File: config.mk
export PLATFORM = sky130hd
export DESIGN_NAME = ram_display_controller
export DESIGN_NICKNAME = d
export VERILOG_FILES = /design/src/rtl/ram_display_controller.sv
export SDC_FILE = /design/constraint.sdc
export NUM_CORES = 1
export LEC_CHECK = 0
export BUFFER_PORTS_ARGS = -buffer_cell sky130_fd_sc_hd__buf_2
export CORE_MARGIN = 2
export CORE_UTILIZATION = 51
export DETAILED_ROUTE_END_ITERATION = 10
export GPL_TIMING_DRIVEN = 0
export PLACE_DENSITY = 0.8
export SYNTH_ARGS = -nofsm -noshare
export SYNTH_HDL_FRONTEND = slang
export SYNTH_SLANG_ARGS = --single-unit
File: constraint.sdc
create_clock -name i_clk -period 2.1 [get_ports i_clk]
set_clock_uncertainty 0.05 [all_clocks]
set_input_delay 0.525 -clock i_clk [delete_from_list [all_inputs] [get_ports i_clk]]
set_output_delay 0.525 -clock i_clk [all_outputs]
set_load 0.1 [all_outputs]
File: src/rtl/ram_display_controller.sv
// Sequencer/arbiter for the single-port character RAM: buffers received characters into RAM
// and streams RAM contents to the transmitter. Optional bulk clear is enabled by RAM_CTRL_CLEAR_EN.
module ram_display_controller #(
  parameter int                DEPTH      = 40,
  parameter int                ADDR_W     = 6,
  parameter int                DATA_W     = 7,
  parameter logic [DATA_W-1:0] TERMINATOR = 7'h0D
) (
  input  logic              i_clk,
  input  logic              i_rst,
  input  logic [DATA_W-1:0] i_rx_data,
  input  logic              i_rx_valid,
  input  logic              i_start,
`ifdef RAM_CTRL_CLEAR_EN
  input  logic              i_clear,
`endif
  input  logic              i_tx_ready,
  output logic [DATA_W-1:0] o_tx_data,
  output logic              o_tx_valid,
  output logic [ADDR_W-1:0] o_ram_address,
  output logic [DATA_W-1:0] o_ram_din,
  output logic              o_ram_write_enabled,
  input  logic [DATA_W-1:0] i_ram_dout,
  output logic              o_busy,
  output logic              o_dump_done,
  output logic              o_overrun,
  output logic [ADDR_W-1:0] o_write_pointer,
  output logic [2:0]        o_state
);

  localparam logic [2:0] ST_IDLE  = 3'd0;
  localparam logic [2:0] ST_WRITE = 3'd1;
  localparam logic [2:0] ST_READ  = 3'd2;
  localparam logic [2:0] ST_SEND  = 3'd3;
`ifdef RAM_CTRL_CLEAR_EN
  localparam logic [2:0]        ST_CLEAR   = 3'd4;
  localparam logic [DATA_W-1:0] BLANK_CHAR = 7'h20;
`endif
  localparam logic [ADDR_W-1:0] LAST_ADDR = ADDR_W'(DEPTH - 1);

  logic [2:0]        r_state;
  logic [ADDR_W-1:0] r_wp;
  logic [ADDR_W-1:0] r_rp;
  logic              r_hold_full;
  logic [DATA_W-1:0] r_hold_data;
  logic              r_dump_req;
  logic              r_dump_active;
  logic [DATA_W-1:0] r_tx_data;
  logic              r_tx_valid;
  logic              r_dump_done;
  logic              r_overrun;
`ifdef RAM_CTRL_CLEAR_EN
  logic [ADDR_W-1:0] r_clr_addr;
`endif

  logic [ADDR_W-1:0] w_wp_next;
  logic              w_transfer;
  logic              w_last_char;

  assign w_wp_next   = (r_wp == LAST_ADDR) ? '0 : r_wp + 1'b1;
  assign w_transfer  = (r_state == ST_SEND) && i_tx_ready;
  assign w_last_char = (r_tx_data == TERMINATOR) || (r_rp == LAST_ADDR);

  always_ff @(posedge i_clk or posedge i_rst) begin
    if (i_rst) begin
      r_state       <= ST_IDLE;
      r_wp          <= '0;
      r_rp          <= '0;
      r_hold_full   <= 1'b0;
      r_hold_data   <= '0;
      r_dump_req    <= 1'b0;
      r_dump_active <= 1'b0;
      r_tx_data     <= '0;
      r_tx_valid    <= 1'b0;
      r_dump_done   <= 1'b0;
      r_overrun     <= 1'b0;
`ifdef RAM_CTRL_CLEAR_EN
      r_clr_addr    <= '0;
`endif
    end else begin
      r_dump_done <= 1'b0;

      // The holder is still counted as full during its own WRITE cycle.
      if (i_rx_valid) begin
        if (r_hold_full) begin
          r_overrun <= 1'b1;
        end else begin
          r_hold_data <= i_rx_data;
          r_hold_full <= 1'b1;
        end
      end

      if (i_start && !r_dump_active) begin
        r_dump_req <= 1'b1;
      end

      case (r_state)
        ST_IDLE: begin
`ifdef RAM_CTRL_CLEAR_EN
          if (i_clear) begin
            r_clr_addr <= '0;
            r_state    <= ST_CLEAR;
          end else
`endif
          if (r_hold_full) begin
            r_state <= ST_WRITE;
          end else if (r_dump_req || i_start) begin
            // Start is taken directly here so the first character appears two cycles later.
            r_dump_req    <= 1'b0;
            r_dump_active <= 1'b1;
            r_rp          <= '0;
            r_state       <= ST_READ;
          end
        end

        ST_WRITE: begin
          r_wp        <= w_wp_next;
          r_hold_full <= 1'b0;
          if ((r_hold_data == TERMINATOR) && !r_dump_active) begin
            r_dump_req <= 1'b1;
          end
          r_state <= r_dump_active ? ST_READ : ST_IDLE;
        end

        ST_READ: begin
          r_tx_data  <= i_ram_dout;
          r_tx_valid <= 1'b1;
          r_state    <= ST_SEND;
        end

        ST_SEND: begin
          if (w_transfer) begin
            r_tx_valid <= 1'b0;
            if (w_last_char) begin
              r_dump_done   <= 1'b1;
              r_dump_active <= 1'b0;
              r_state       <= ST_IDLE;
            end else begin
              r_rp    <= r_rp + 1'b1;
              r_state <= r_hold_full ? ST_WRITE : ST_READ;
            end
          end
        end

`ifdef RAM_CTRL_CLEAR_EN
        ST_CLEAR: begin
          r_clr_addr <= r_clr_addr + 1'b1;
          if (r_clr_addr == LAST_ADDR) begin
            r_wp    <= '0;
            r_state <= ST_IDLE;
          end
        end
`endif

        default: begin
          r_state <= ST_IDLE;
        end
      endcase
    end
  end

  // The RAM port belongs to the read pointer except in the write-type states.
  always_comb begin
    o_ram_address       = r_rp;
    o_ram_din           = '0;
    o_ram_write_enabled = 1'b0;
    case (r_state)
      ST_WRITE: begin
        o_ram_address       = r_wp;
        o_ram_din           = r_hold_data;
        o_ram_write_enabled = 1'b1;
      end
`ifdef RAM_CTRL_CLEAR_EN
      ST_CLEAR: begin
        o_ram_address       = r_clr_addr;
        o_ram_din           = BLANK_CHAR;
        o_ram_write_enabled = 1'b1;
      end
`endif
      default: begin
        o_ram_address = r_rp;
      end
    endcase
  end

  assign o_tx_data       = r_tx_data;
  assign o_tx_valid      = r_tx_valid;
  assign o_busy          = (r_state != ST_IDLE);
  assign o_dump_done     = r_dump_done;
  assign o_overrun       = r_overrun;
  assign o_write_pointer = r_wp;
  assign o_state         = r_state;

endmodule

Word-level counts from Yosys, hierarchy flattened. Cells that the tools add are included.

Input port bits: 19. Output and inout port bits: 34. Register bits after elaboration: 35.

Eq/ne operators: 13. Bitwise gates (word level): 1. Add/subtract/negate cells: 2. Multiplexer cells: 33. Reduce and logical (&&, ||, !) cells: 17.

Operators by type and width (number): $mux W6 (6); $mux W1 (15); $eq A7 B4 Y1 const B (2); $add A6 B1 Y6 const B (2); $eq A6 B6 Y1 const B (2); $pmux W3 S4 (1); $pmux W6 S2 (1); $ne A2 B2 Y1 const B (5); $reduce_and A5 Y1 (2); $mux W3 (3); $reduce_and A2 Y1 (4); $mux W7 (1); $eq A3 B2 Y1 const B (2); $mux W2 (3); $pmux W1 S2 (3); $reduce_bool A2 Y1 (3); $eq A3 B1 Y1 const B (1); $logic_and A1 B1 Y1 (3); $logic_not A3 Y1 (1); $ne A3 B3 Y1 const B (1); $reduce_bool A3 Y1 (1); $logic_or A1 B1 Y1 (2); $logic_not A1 Y1 (1); $not A1 Y1 (1).

Longest topological paths before layout.
Depth in word-level cells: 6. Gate-level depth with buffers: 6. Gate-level depth less buffers: 5.

Worst setup path after synthesis. No wires, ideal clock.

Path kind: reg-to-output. Start point: register r_state[1] (netlist: o_state[1]). End point: output o_ram_address[4]. Stages on the path, launching flop included: 5. Setup slack: -2624 ps. Buffers on the path: 2. Arrival: 4149 ps. Required time: 1525 ps. Path through: dfrtp_1 nor2b_1 buf_2 clkbuf_1 o21ai_0.

Longest elaborated chain between the ends: 2.

RTL lines: start, declared (line 41) `logic [2:0] r_state;`; start signal, assigned (line 122) `r_state <= r_dump_active ? ST_READ : ST_IDLE;`; start signal, assigned (line 140) `r_state <= r_hold_full ? ST_WRITE : ST_READ;`; $eq A3 B1 Y1 (line 167) `case (r_state)`; $mux W6 (line 167); end, declared (line 20) `output logic [ADDR_W-1:0] o_ram_address,`.

No other way between the ends.

Worst setup path in the final report.
Start point: register r_state[1] (netlist: o_state[1]). End point: output o_ram_address[3].

The elaborated chain is that of the path after synthesis.

==> run summary <==
# rows - 21
Yosys cell types - 46
Startpoint Class - register
setup ws final - -0.175 ns
CP arrival - 1.70 ns
min Tclk post-route - 2.28 ns
status - finished with violations
chip height - 62.9 µm
# clock sinks - 34
CTS tree - yes
vias in the first global route - 1554
failing checks - setup timing
post-cts hold buffer count - 0
top post-synthesis cells by count - dfrtp_1 (34), mux2_1 (14), nand2_1 (11), nor2_1 (11), and2_1 (8)
Non-Filler Instances - 281
Max Slew Vio Count - 0
port bufs - 51
register area - 860 µm²
Synth Warn # - 0
DRC - 0
# IOs - 53
Crit Path Class - register to output pin
Fillers - 208
GP Congestion - 0.875
CTS buffer count - 5
Final ANT Viol Nets - 0
Routed WL - 4500 µm
chip width - 62.9 µm
post-synthesis sequential area ratio - 48.1%
share of layout cells above drive strength 1 - 46.0%
mux share of post-synthesis cell area - 12.7%
Post-synth EDFFs - 0
Worst EP required - 1.52 ns
FF+latch count, synth - 34
routed vias/inst - 5.68
first drt pass iteration count - 4
clk slew on worst S/H paths - 0.11 ns
post-synthesis net count - 185
post-synthesis xor/xnor area fraction - 1.49%
first-pass GRT wire length - 7040 µm
placed insts - 261
Root Buffer - clkbuf_4
First DRT Iteration DRCs - 53
ys flop type - dfrtp_1
clk_lat worst skew - 0.34 ns
Crit Path Max Fanout - 5
period utilization - 108%
multi-input logic area - 918 µm²
Diodes inserted - 0
Initial Utilization - 53.0%
routed vias - 1596
share of Yosys cell area claimed by the top area cell type - 48.1%
Post-DP HPWL - 2640 µm
crit end category - output pin
largest family of logic cells by synthesized area - simple AND/OR/NAND/NOR gates
asr flop ratio synth - 100%
Tot GR Track Use - 22.7%
CTS max path bufs - 2
hold crit path type - primary input to asynchronous set/reset pin
Synth Area in Compound Gates - 12.7%
Fmax - 0.439 GHz
die area - 3950 µm²
# H-tree levels - 2
Layout Nets - 255
Syn Area/Cell - 10.8 µm²
synth top area cells - dfrtp_1 (48%), mux2_1 (8.9%), mux2_2 (3.2%)
area grow syn2layout - 47.8%
worst-margin pin slew - 0.708 ns
Syn Inst Count - 164
Overflow after GRT - 0
RSZ-0062 raised after global routing - yes
core area - 3340 µm²
Rel. slew slack - 52.7%
largest net degree at the start of global routing - 35
Max-Cap Viols - 0
Final Hold Fails - 0
initial antenna violation count - 0
drt wl/cell - 16.0 µm
Synth Cell Area - 1770 µm²
Synth Area in Adders - 1.42%
Synth area leader - dfrtp_1
worst reg2reg setup slack - 0.35 ns
post-synthesis simple-gate area fraction - 19.2%
top-count cell post-synth - dfrtp_1
final setup violation count - 13
[repair_timing]
action,4_1_cts,5_1_grt
resized for setup,65,12
cloned,1,1
pin swaps,1,2
buffers inserted,7,6
setup endpoints to repair,15,16
[worst max-delay path: stages, from the launching register on]
cell     delay, ns
dfrtp_4       0.51
nor2b_4       0.12
buf_6         0.13
buf_8         0.12
mux2_4        0.31
buf_12        0.17
[final cells by class]
cell class | count | area share, %
Multi-Input combinational cell | 115 | 35.1
Timing Repair Buffer | 65 | 23.6
Sequential cell | 34 | 32.9
Clock inverter | 1 | 0.191
Tap cell | 46 | 2.20
Clock buffer | 7 | 2.11
Buffer | 9 | 3.35
Inverter | 4 | 0.574
[final timing paths]
check / startpoint / to / depth (start not counted)
max in group asynchronous: i_rst / o_state[0]$_DFFE_PP0P_ / 2
worst min register to register: o_overrun$_DFFE_PP0P_ / o_overrun$_DFFE_PP0P_ / 1
min in group i_clk: i_rx_data[4] / r_hold_data[4]$_DFFE_PP0P_ / 2
worst min-delay path: i_rst / r_hold_data[4]$_DFFE_PP0P_ / 2
worst max register to register: o_state[0]$_DFFE_PP0P_ / r_rp[1]$_DFFE_PP0P_ / 5
worst max-delay path: o_state[1]$_DFFE_PP0P_ / o_ram_address[3] / 5
[cells by family (layout without fill, tap and decap cells)]
| logic type | Yosys count | count (layout) |
|---|---|---|
| buf+inv | 15 | 86 |
| flops | 34 | 34 |
| compound gates | 31 | 31 |
| mux | 20 | 20 |
| fa+ha+maj | 2 | 2 |
| other cells | 1 | 1 |
| simple gates | 58 | 58 |
| xor+xnor | 3 | 3 |
[layout by cell type (no fill, tap or decap), types with 4 or more instances in the layout]
master    Yosys  final
buf_2         5     37
dfrtp_1      34     31
buf_12        0     16
mux2_1       14     11
nor2_1       11     11
buf_4         1     11
nand2_1      11      9
a31oi_1       7      7
and2_4        0      7
clkbuf_4      0      6
buf_6         1      4
nand3_1       4      4
mux2_2        5      4
a21oi_1       4      4
nor3_1        4      4
mux2_4        0      4
[flip-flops by register name, indices dropped and copies added, names as in the netlist, 2 cells and up]
register / cells
o_state: 2
r_hold_data: 7
o_tx_data: 7
o_write_pointer: 6
r_rp: 6
[per-stage QoR]
step / instance area, µm² / setup TNS (ns) / util, % / hold slack [ns] / setup slack [ns]
after floorplan: 1850 / -0.675 / - / 0.404 / -0.220
after detailed placement: 2160 / -0.943 / 64.8 / 0.397 / -0.162
after CTS: 2530 / -1.72 / 75.8 / 0.338 / -0.197
after global routing: 2610 / -2.43 / 78.3 / 0.287 / -0.221
after global placement: 2160 / -1.03 / 64.8 / 0.394 / -0.170
final: 2610 / -1.82 / 78.3 / 0.231 / -0.175
[routing by layer]
layer	vias up	routed length [µm]	track usage, %
li1	741	-	-
met1	782	1810	28.2
met2	61	2370	39.1
met3	12	263	5.23
met4	0	62	7.22
met5	-	0	0
Power is left out: the tool's default activity adds up to more than one toggle a clock period on the data nets, which glitch-free logic cannot reach.
